**src/rtl/psum_acc_ctrl.sv**
```systemverilog
// Partial-sum accumulation controller: drains OFIFO words and read-modify-writes
// them into PMEM, one pass per kernel position, with optional ReLU on the last pass.
module psum_acc_ctrl #(
    parameter int col       = 8,
    parameter int psum_bw   = 16,
    parameter int npix      = 16,
    parameter int nkij      = 9,
    parameter int pmem_base = 0
) (
    input  logic                   clk,
    input  logic                   reset,
    input  logic                   start,
    input  logic                   relu_en,
    input  logic                   ofifo_valid,
    input  logic [psum_bw*col-1:0] ofifo_out,
    output logic                   ofifo_rd,
    input  logic [psum_bw*col-1:0] pmem_q,
    output logic [psum_bw*col-1:0] pmem_d,
    output logic [8:0]             pmem_addr,
    output logic                   pmem_cen,
    output logic                   pmem_wen,
    output logic                   busy,
    output logic [3:0]             kij,
    output logic                   pass_done,
    output logic                   done
);

    localparam int W     = psum_bw * col;
    localparam int PIX_W = (npix > 1) ? $clog2(npix) : 1;
    localparam logic [PIX_W-1:0] PIX_LAST = PIX_W'(npix - 1);
    localparam logic [3:0]       KIJ_LAST = 4'(nkij - 1);

    typedef enum logic [2:0] {IDLE, WAIT, READ, WRITE, DONE} state_t;

    state_t           state;
    logic [PIX_W-1:0] pix;
    logic             relu_q;
    logic [W-1:0]     hold;
    logic [W-1:0]     d_last;
    logic [W-1:0]     result;

    // Two's complement lane add; overflow wraps by design
    function automatic logic signed [psum_bw-1:0] wrap_add(
        input logic signed [psum_bw-1:0] a,
        input logic signed [psum_bw-1:0] b
    );
        return a + b;
    endfunction

    // Negative lanes are forced to zero when clipping is enabled
    function automatic logic signed [psum_bw-1:0] relu_clip(
        input logic signed [psum_bw-1:0] x,
        input logic                      en
    );
        return (en && x[psum_bw-1]) ? '0 : x;
    endfunction

    function automatic logic [8:0] pix_addr(input logic [PIX_W-1:0] p);
        return 9'(pmem_base) + 9'(p);
    endfunction

    // Per-lane accumulate of the held OFIFO word with the PMEM read data
    always_comb begin
        logic signed [psum_bw-1:0] acc;
        acc    = '0;
        result = '0;
        for (int i = 0; i < col; i++) begin
            acc = wrap_add(hold[i*psum_bw +: psum_bw],
                           (kij != 4'd0) ? pmem_q[i*psum_bw +: psum_bw] : '0);
            result[i*psum_bw +: psum_bw] = relu_clip(acc, relu_q && (kij == KIJ_LAST));
        end
    end

    // Write data is live in WRITE (pmem_q arrives that cycle) and holds otherwise
    assign pmem_d = (state == WRITE) ? result : d_last;

    // Sequencing FSM; strobes are registered so they are high during their state
    always_ff @(posedge clk or posedge reset) begin
        if (reset) begin
            state     <= IDLE;
            pix       <= '0;
            kij       <= '0;
            relu_q    <= 1'b0;
            hold      <= '0;
            d_last    <= '0;
            busy      <= 1'b0;
            pass_done <= 1'b0;
            done      <= 1'b0;
            ofifo_rd  <= 1'b0;
            pmem_cen  <= 1'b1;
            pmem_wen  <= 1'b1;
            pmem_addr <= '0;
        end else begin
            pass_done <= 1'b0;
            done      <= 1'b0;
            ofifo_rd  <= 1'b0;
            pmem_cen  <= 1'b1;
            pmem_wen  <= 1'b1;
            case (state)
                IDLE: begin
                    if (start) begin
                        pix    <= '0;
                        kij    <= '0;
                        relu_q <= relu_en;
                        busy   <= 1'b1;
                        state  <= WAIT;
                    end
                end
                WAIT: begin
                    if (ofifo_valid) begin
                        ofifo_rd  <= 1'b1;
                        // The first pass overwrites, so it never reads PMEM
                        pmem_cen  <= (kij == 4'd0);
                        pmem_addr <= pix_addr(pix);
                        state     <= READ;
                    end
                end
                READ: begin
                    hold     <= ofifo_out;
                    pmem_cen <= 1'b0;
                    pmem_wen <= 1'b0;
                    state    <= WRITE;
                end
                WRITE: begin
                    d_last <= result;
                    if (pix != PIX_LAST) begin
                        pix   <= pix + 1'b1;
                        state <= WAIT;
                    end else begin
                        pass_done <= 1'b1;
                        if (kij != KIJ_LAST) begin
                            pix   <= '0;
                            kij   <= kij + 4'd1;
                            state <= WAIT;
                        end else begin
                            state <= DONE;
                        end
                    end
                end
                DONE: begin
                    done  <= 1'b1;
                    busy  <= 1'b0;
                    state <= IDLE;
                end
                default: state <= IDLE;
            endcase
        end
    end

endmodule

```
**config.mk**
```make
export PLATFORM = sky130hd
export DESIGN_NAME = psum_acc_ctrl
export DESIGN_NICKNAME = d
export VERILOG_FILES = /design/src/rtl/psum_acc_ctrl.sv
export SDC_FILE = /design/constraint.sdc
export NUM_CORES = 1
export LEC_CHECK = 0
export CORE_MARGIN = 2
export CORE_UTILIZATION = 55
export DETAILED_ROUTE_END_ITERATION = 16
export HOLD_SLACK_MARGIN = 0.03
export PLACE_DENSITY = 0.94
export SETUP_SLACK_MARGIN = 0.05
export SYNTH_ARGS = -nofsm -noshare
export SYNTH_HDL_FRONTEND = slang
export SYNTH_SLANG_ARGS = --single-unit
```
**constraint.sdc**
```tcl
create_clock -name clk -period 25.5 [get_ports clk]
set_clock_uncertainty 0.15 [all_clocks]
set_input_delay 5.1 -clock clk [delete_from_list [all_inputs] [get_ports clk]]
set_output_delay 5.1 -clock clk [all_outputs]
set_load 0.005 [all_outputs]
```
Yosys cells after proc, flatten, opt, wreduce, memory -nomap -nowiden
Cells that the tools add are included.

operators by class
  equality and inequality tests = 12
  $add $sub $neg = 10
  reductions and logical operators = 20
  muxes and demuxes = 39

operators with widths
  kind                                                    number
  two-way mux 16 bit                                      16
  adder 16 bit                                            8
  two-way mux 128 bit                                     1
  two-way mux 4 bit                                       5
  case mux 4 bit (2 select lines)                         2
  two-way mux 3 bit                                       4
  case mux 3 bit (4 select lines)                         1
  logical AND 1 bit                                       9
  adder 4 x 1 -> 4 bit (second input constant)            2
  two-way mux 1 bit                                       8
  inequality test 4 bit (second input constant)           2
  AND reduction 2 bit                                     4
  == test 3 x 2 -> 1 bit (second input constant)          2
  inequality test 2 bit (second input constant)           3
  == test 4 bit (second input constant)                   1
  logical NOT 4 bit                                       1
  case mux 1 bit (2 select lines)                         2
  AND reduction 4 bit                                     1
  nonzero test 2 bit                                      2
  nonzero test 4 bit                                      1
  == test 3 x 1 -> 1 bit (second input constant)          1
  == test 3 bit (second input constant)                   1
  logical NOT 3 bit                                       1
  inequality test 3 x 1 -> 1 bit (second input constant)  1
  2 further kinds                                         2

word-level totals
  input port bits = 261
  bits in registers = 278

Longest topological paths before layout
  depth in word-level cells = 6
  mapped depth = 17
  gate-level depth less buffers = 14

Worst setup path before layout
Ideal clock, no wire load.

  path type = input -> output
  start = input pmem_q[18]
  end = output pmem_d[16]
  cell stages on the path = 10
  slack = 12.908 ns
  arrival = 7.342 ns
  required time = 20.250 ns
  path through = and2_1 > ha_1 > a21oi_2 > a31oi_2 > o41ai_2 > nor2_1 > a311oi_2 > mux2i_2 > buf_6 > o21ai_1

on the way
  word-level cells in the longest chain between the ends = 5

ends and longest elaborated chain
  what                 RTL line  text
  start, declared      17        input logic [psum_bw*col-1:0] pmem_q,
  two-way mux 16 bit   69        (kij != 4'd0) ? pmem_q[i*psum_bw +: psum_bw] : '0);
  adder 16 bit         47        return a + b;
  logical AND 1 bit    55        return (en && x[psum_bw-1]) ? '0 : x;
  two-way mux 16 bit   55
  two-way mux 128 bit  75        assign pmem_d = (state == WRITE) ? result : d_last;
  end, declared        18        output logic [psum_bw*col-1:0] pmem_d,

No other way between the ends.

Worst setup path after layout
  start = input pmem_q[49]
  end = output pmem_d[61]

on the way
  word-level cells in the longest chain between the ends = 5

ends and longest elaborated chain
  what                     RTL line
  two-way mux 16 bit (*)   69
  adder 16 bit (*)         47
  logical AND 1 bit        55
  two-way mux 16 bit (*)   55
  two-way mux 128 bit (*)  75

Mark *: on every way between the ends. The rest lies on a longest branch, timed or not.

==> flow_metrics.env <==
export IMPL_status="completed"
export IMPL_worstPathBufferInverterCount=3
export IMPL_tns_ps=0
export IMPL_clk_pin_slew_ps=60
export IMPL_synth_xor_area_share_pct=5.00
export IMPL_yosys_warnings=0
export IMPL_gp_congestion=0.968
export IMPL_cp_arrival_ps=9150
export IMPL_cpPeakStageDelay_ps=970
export IMPL_fillers=2009
export IMPL_cp_end_kind="primary output"
export IMPL_critPathSlowestCell="o32ai_2"
export IMPL_power_density_mw_per_mm2=144
export IMPL_avgViaCountPerCell=6.08
export IMPL_synth_mux_area_share_pct=8.28
export IMPL_vias=15400
export IMPL_grt_total_usage_pct=31.9
export IMPL_design_area_sq_mm=0.0225
export IMPL_worst_pin_slew_ps=1330
export IMPL_setup_viol=0
export IMPL_layout_common_cells="402 x clkdlybuf4s50_1, 276 x dfrtp_1, 226 x nand2_1"
export IMPL_core_sq_mm=0.0307
export IMPL_cts_tree="done"
export IMPL_cpMostUsedCell="clkdlybuf4s50_1"
export IMPL_maxCapViolCount=0
export IMPL_row_count=64
export IMPL_avgSynthCellArea_sq_um=9.86
export IMPL_worst_ep_required_time_ps=20250
export IMPL_cp_max_fo=13
export IMPL_crit_type="in2out"
export IMPL_numPortBuffers=402
export IMPL_critPathLaunchType="input pin"
export IMPL_synthDistinctLibCells=77
export IMPL_holdWs_ps=320
export IMPL_synth_seq_cells=278
export IMPL_antenna_found_initial=0
export IMPL_yosys_area_share_adder_pct=9.90
export IMPL_mostFrequentLayoutCell="clkdlybuf4s50_1"
export IMPL_swShare_pct=41.8
export IMPL_routed_wirelength_mm=53.3
export IMPL_dpl_hpwl_mm=38.4
export IMPL_layout_min_cycle_time_ps=14400
export IMPL_dieArea_sq_mm=0.0326
export IMPL_yosysSeqAreaShare_pct=40.6
export IMPL_reg2reg_depth=14
export IMPL_synthToLayoutAreaGrowth_pct=31.1
export IMPL_grt_max_degree=136
export IMPL_syn_inst=1740
export IMPL_peakVddDrop_mv=0.105
export IMPL_hold_viol_final=0
export IMPL_max_freq_ghz=0.0695
export IMPL_htree_levels=1
export IMPL_postCtsResizedCells=0
export IMPL_reg2reg_slack_ps=20160
export IMPL_netlist_area_sq_mm=0.0172
export IMPL_power_switching_uw=1350
export IMPL_ioPinCount=408
export IMPL_drv_slew=0
export IMPL_dr_pass1_iters=7
export IMPL_cts_made_buffers=31
export IMPL_postCtsHoldBufs=0
export IMPL_drtIter0Drc=1108
export IMPL_synth_compound_area_share_pct=17.4
export IMPL_p_seq_share_pct=23.9
export IMPL_cellLeakagePower_uw=0.00975
export IMPL_fin_nets=2507
export IMPL_synth_top_family_by_area="compound AO/OA/AOI/OAI gates"
export IMPL_cp_cell_sequence="clkdlybuf4s50_1 > nand2_1 > inv_1 > ha_1 > a211oi_1 > o21ai_0 > a2111oi_2 > nor4_1 > o32ai_2 > nor2_1 > a22o_1 > clkdlybuf4s50_1"
export IMPL_synth_edf_count=0
export IMPL_overflow=0
export IMPL_n_antenna_cell=0
export IMPL_synth_simple_area_share_pct=15.8
export IMPL_crit_family="compound AO/OA/AOI/OAI gates"
export IMPL_ant_nets=0
export IMPL_post_cts_buffers=0
export IMPL_cts_sinks=278
export IMPL_dominantRegCellSynth="dfrtp_1"
export IMPL_grt_pass1_vias=15900
export IMPL_clkPwrFrac_pct=14.0
export IMPL_cts_path_max_buffers=3
export IMPL_intPower_uw=1880
export IMPL_die_w_microns=181
export IMPL_grt_pass1_wl_mm=84.2
export IMPL_cp_num_cells=12
export IMPL_async_flop_share_pct=100
export IMPL_routedWlPerCell_microns=21.0
export IMPL_initial_core_util_pct=56.0
export IMPL_layout_drive_gt1_share_pct=11.1
export IMPL_clk_insertion_delay_late_ps=570
export IMPL_whs_path_depth=2
export IMPL_fin_crit_sh_pct=56.5
export IMPL_post_route_drc_count=0
export IMPL_dieHeight_microns=181
export IMPL_slew_headroom_pct=10.1
export IMPL_cts_root_buf="clkbuf_16"
export IMPL_power_frac_comb_pct=62.1
export IMPL_postPlaceCellArea_sq_mm=0.0215
export IMPL_rsz0062_at_grt="no"
export IMPL_hold_path_class="reg2reg"
## power by group through the flow
stage / Combinational (uW) / Sequential [uW] / Clock [uW]
floorplan: 1250 / 736 / 0
global placement: 1870 / 760 / 0
detailed placement: 1960 / 774 / 0
CTS: 1990 / 772 / 456
global route: 2180 / 791 / 474
finish: 2010 / 773 / 453
## Yosys cell counts, types with 4 or more instances
| library cell | count | area share, % |
|---|---|---|
| nor2b_1 | 16 | 0.58 |
| dfrtp_1 | 276 | 40 |
| ha_1 | 123 | 9.0 |
| nor3_1 | 22 | 0.64 |
| nand4_1 | 4 | 0.15 |
| xor2_1 | 51 | 2.6 |
| inv_1 | 51 | 1.1 |
| o31a_1 | 4 | 0.20 |
| nor2_1 | 78 | 1.7 |
| a21oi_1 | 90 | 2.6 |
| clkbuf_1 | 61 | 1.3 |
| o41ai_2 | 8 | 0.76 |
| a21o_1 | 10 | 0.44 |
| a311oi_1 | 4 | 0.20 |
| and2_1 | 113 | 4.1 |
| o21ai_0 | 99 | 2.9 |
| a22o_1 | 5 | 0.26 |
| nor4_1 | 7 | 0.26 |
| fa_1 | 8 | 0.93 |
| nand2b_1 | 16 | 0.58 |
| o21bai_1 | 4 | 0.17 |
| o211ai_1 | 13 | 0.57 |
| o21ai_1 | 4 | 0.12 |
| o31ai_2 | 18 | 1.3 |
| o22ai_1 | 4 | 0.15 |
| o21a_1 | 17 | 0.74 |
| o41ai_1 | 15 | 0.77 |
| mux2_2 | 122 | 8.0 |
| nand3_1 | 19 | 0.55 |
| a211o_1 | 4 | 0.20 |
| buf_4 | 7 | 0.31 |
| and3_1 | 9 | 0.33 |
| or2b_1 | 4 | 0.17 |
| or3_1 | 14 | 0.51 |
| nand2_1 | 226 | 4.9 |
| or2_2 | 5 | 0.18 |
| xnor2_1 | 47 | 2.4 |
| a31oi_1 | 10 | 0.36 |
| a211oi_1 | 16 | 0.70 |
| o31ai_1 | 70 | 3.1 |
## tightest hold or removal path, cell delays in order (launching register included)
cell     delay [ps]
dfrtp_1         320
nand2_1          50
o41ai_2          60
## stage by stage
stage | setup WS [ps] | std cells | utilization, % | total power, uW
final | 11100 | 2533 | 73.4 | 3240
after global routing | 10830 | 2533 | 73.4 | 3440
after CTS | 11150 | 2533 | 73.4 | 3210
after detailed placement | 11250 | 2478 | 70.0 | 2730
after global placement | 11400 | 2478 | 70.0 | 2630
after floorplan | 12590 | 1744 | - | 1980
## sequential cells by signal (all words and copies together), names as in the netlist, 3 cells and up
signal and flops:
d_last 128, pix 4, state 3, hold 128, kij 4, pmem_addr 4
## path summary, 6_finish.rpt
check                                           from                    to
worst min-delay path            d_last[18]$_DFF_PP0_  d_last[18]$_DFF_PP0_
worst max register to register    kij[0]$_DFFE_PP0P_  d_last[42]$_DFF_PP0_
max in group asynchronous                      reset   pass_done$_DFF_PP0_
min in group asynchronous                      reset  hold[85]$_DFFE_PP0P_
worst max-delay path                      pmem_q[49]            pmem_d[61]
worst min register to register  d_last[18]$_DFF_PP0_  d_last[18]$_DFF_PP0_
## layout make-up
type / count / area, sq um / area share [%]
clock inverters: 3 / 40.0 / 0.178
multi-input cells: 1341 / 9720 / 43.2
repair buffers: 412 / 4100 / 18.2
inverters: 51 / 199 / 0.884
well taps: 396 / 495 / 2.20
clock buffers: 52 / 985 / 4.38
flip-flops and latches: 278 / 6960 / 30.9
## kinds of logic (layout without fill, tap and decap cells)
| kind of cell | after synthesis | after routing |
|---|---|---|
| AO/OA/AOI/OAI | 426 | 426 |
| XOR/XNOR | 98 | 98 |
| adder cells (fa/ha/maj) | 131 | 131 |
| buffers and inverters | 125 | 518 |
| flip-flops | 278 | 278 |
| multiplexers | 126 | 126 |
| other | 1 | 5 |
| AND/OR/NAND/NOR | 555 | 555 |
## metal layers
metal	up-vias	track usage, %	part of all wire [%]
li1	6971	-	-
met1	7430	38.2	37
met2	804	54.6	48
met3	183	7.17	9.3
met4	0	14.7	5.5
met5	-	0	0
Power figures use the tool's default switching activity.
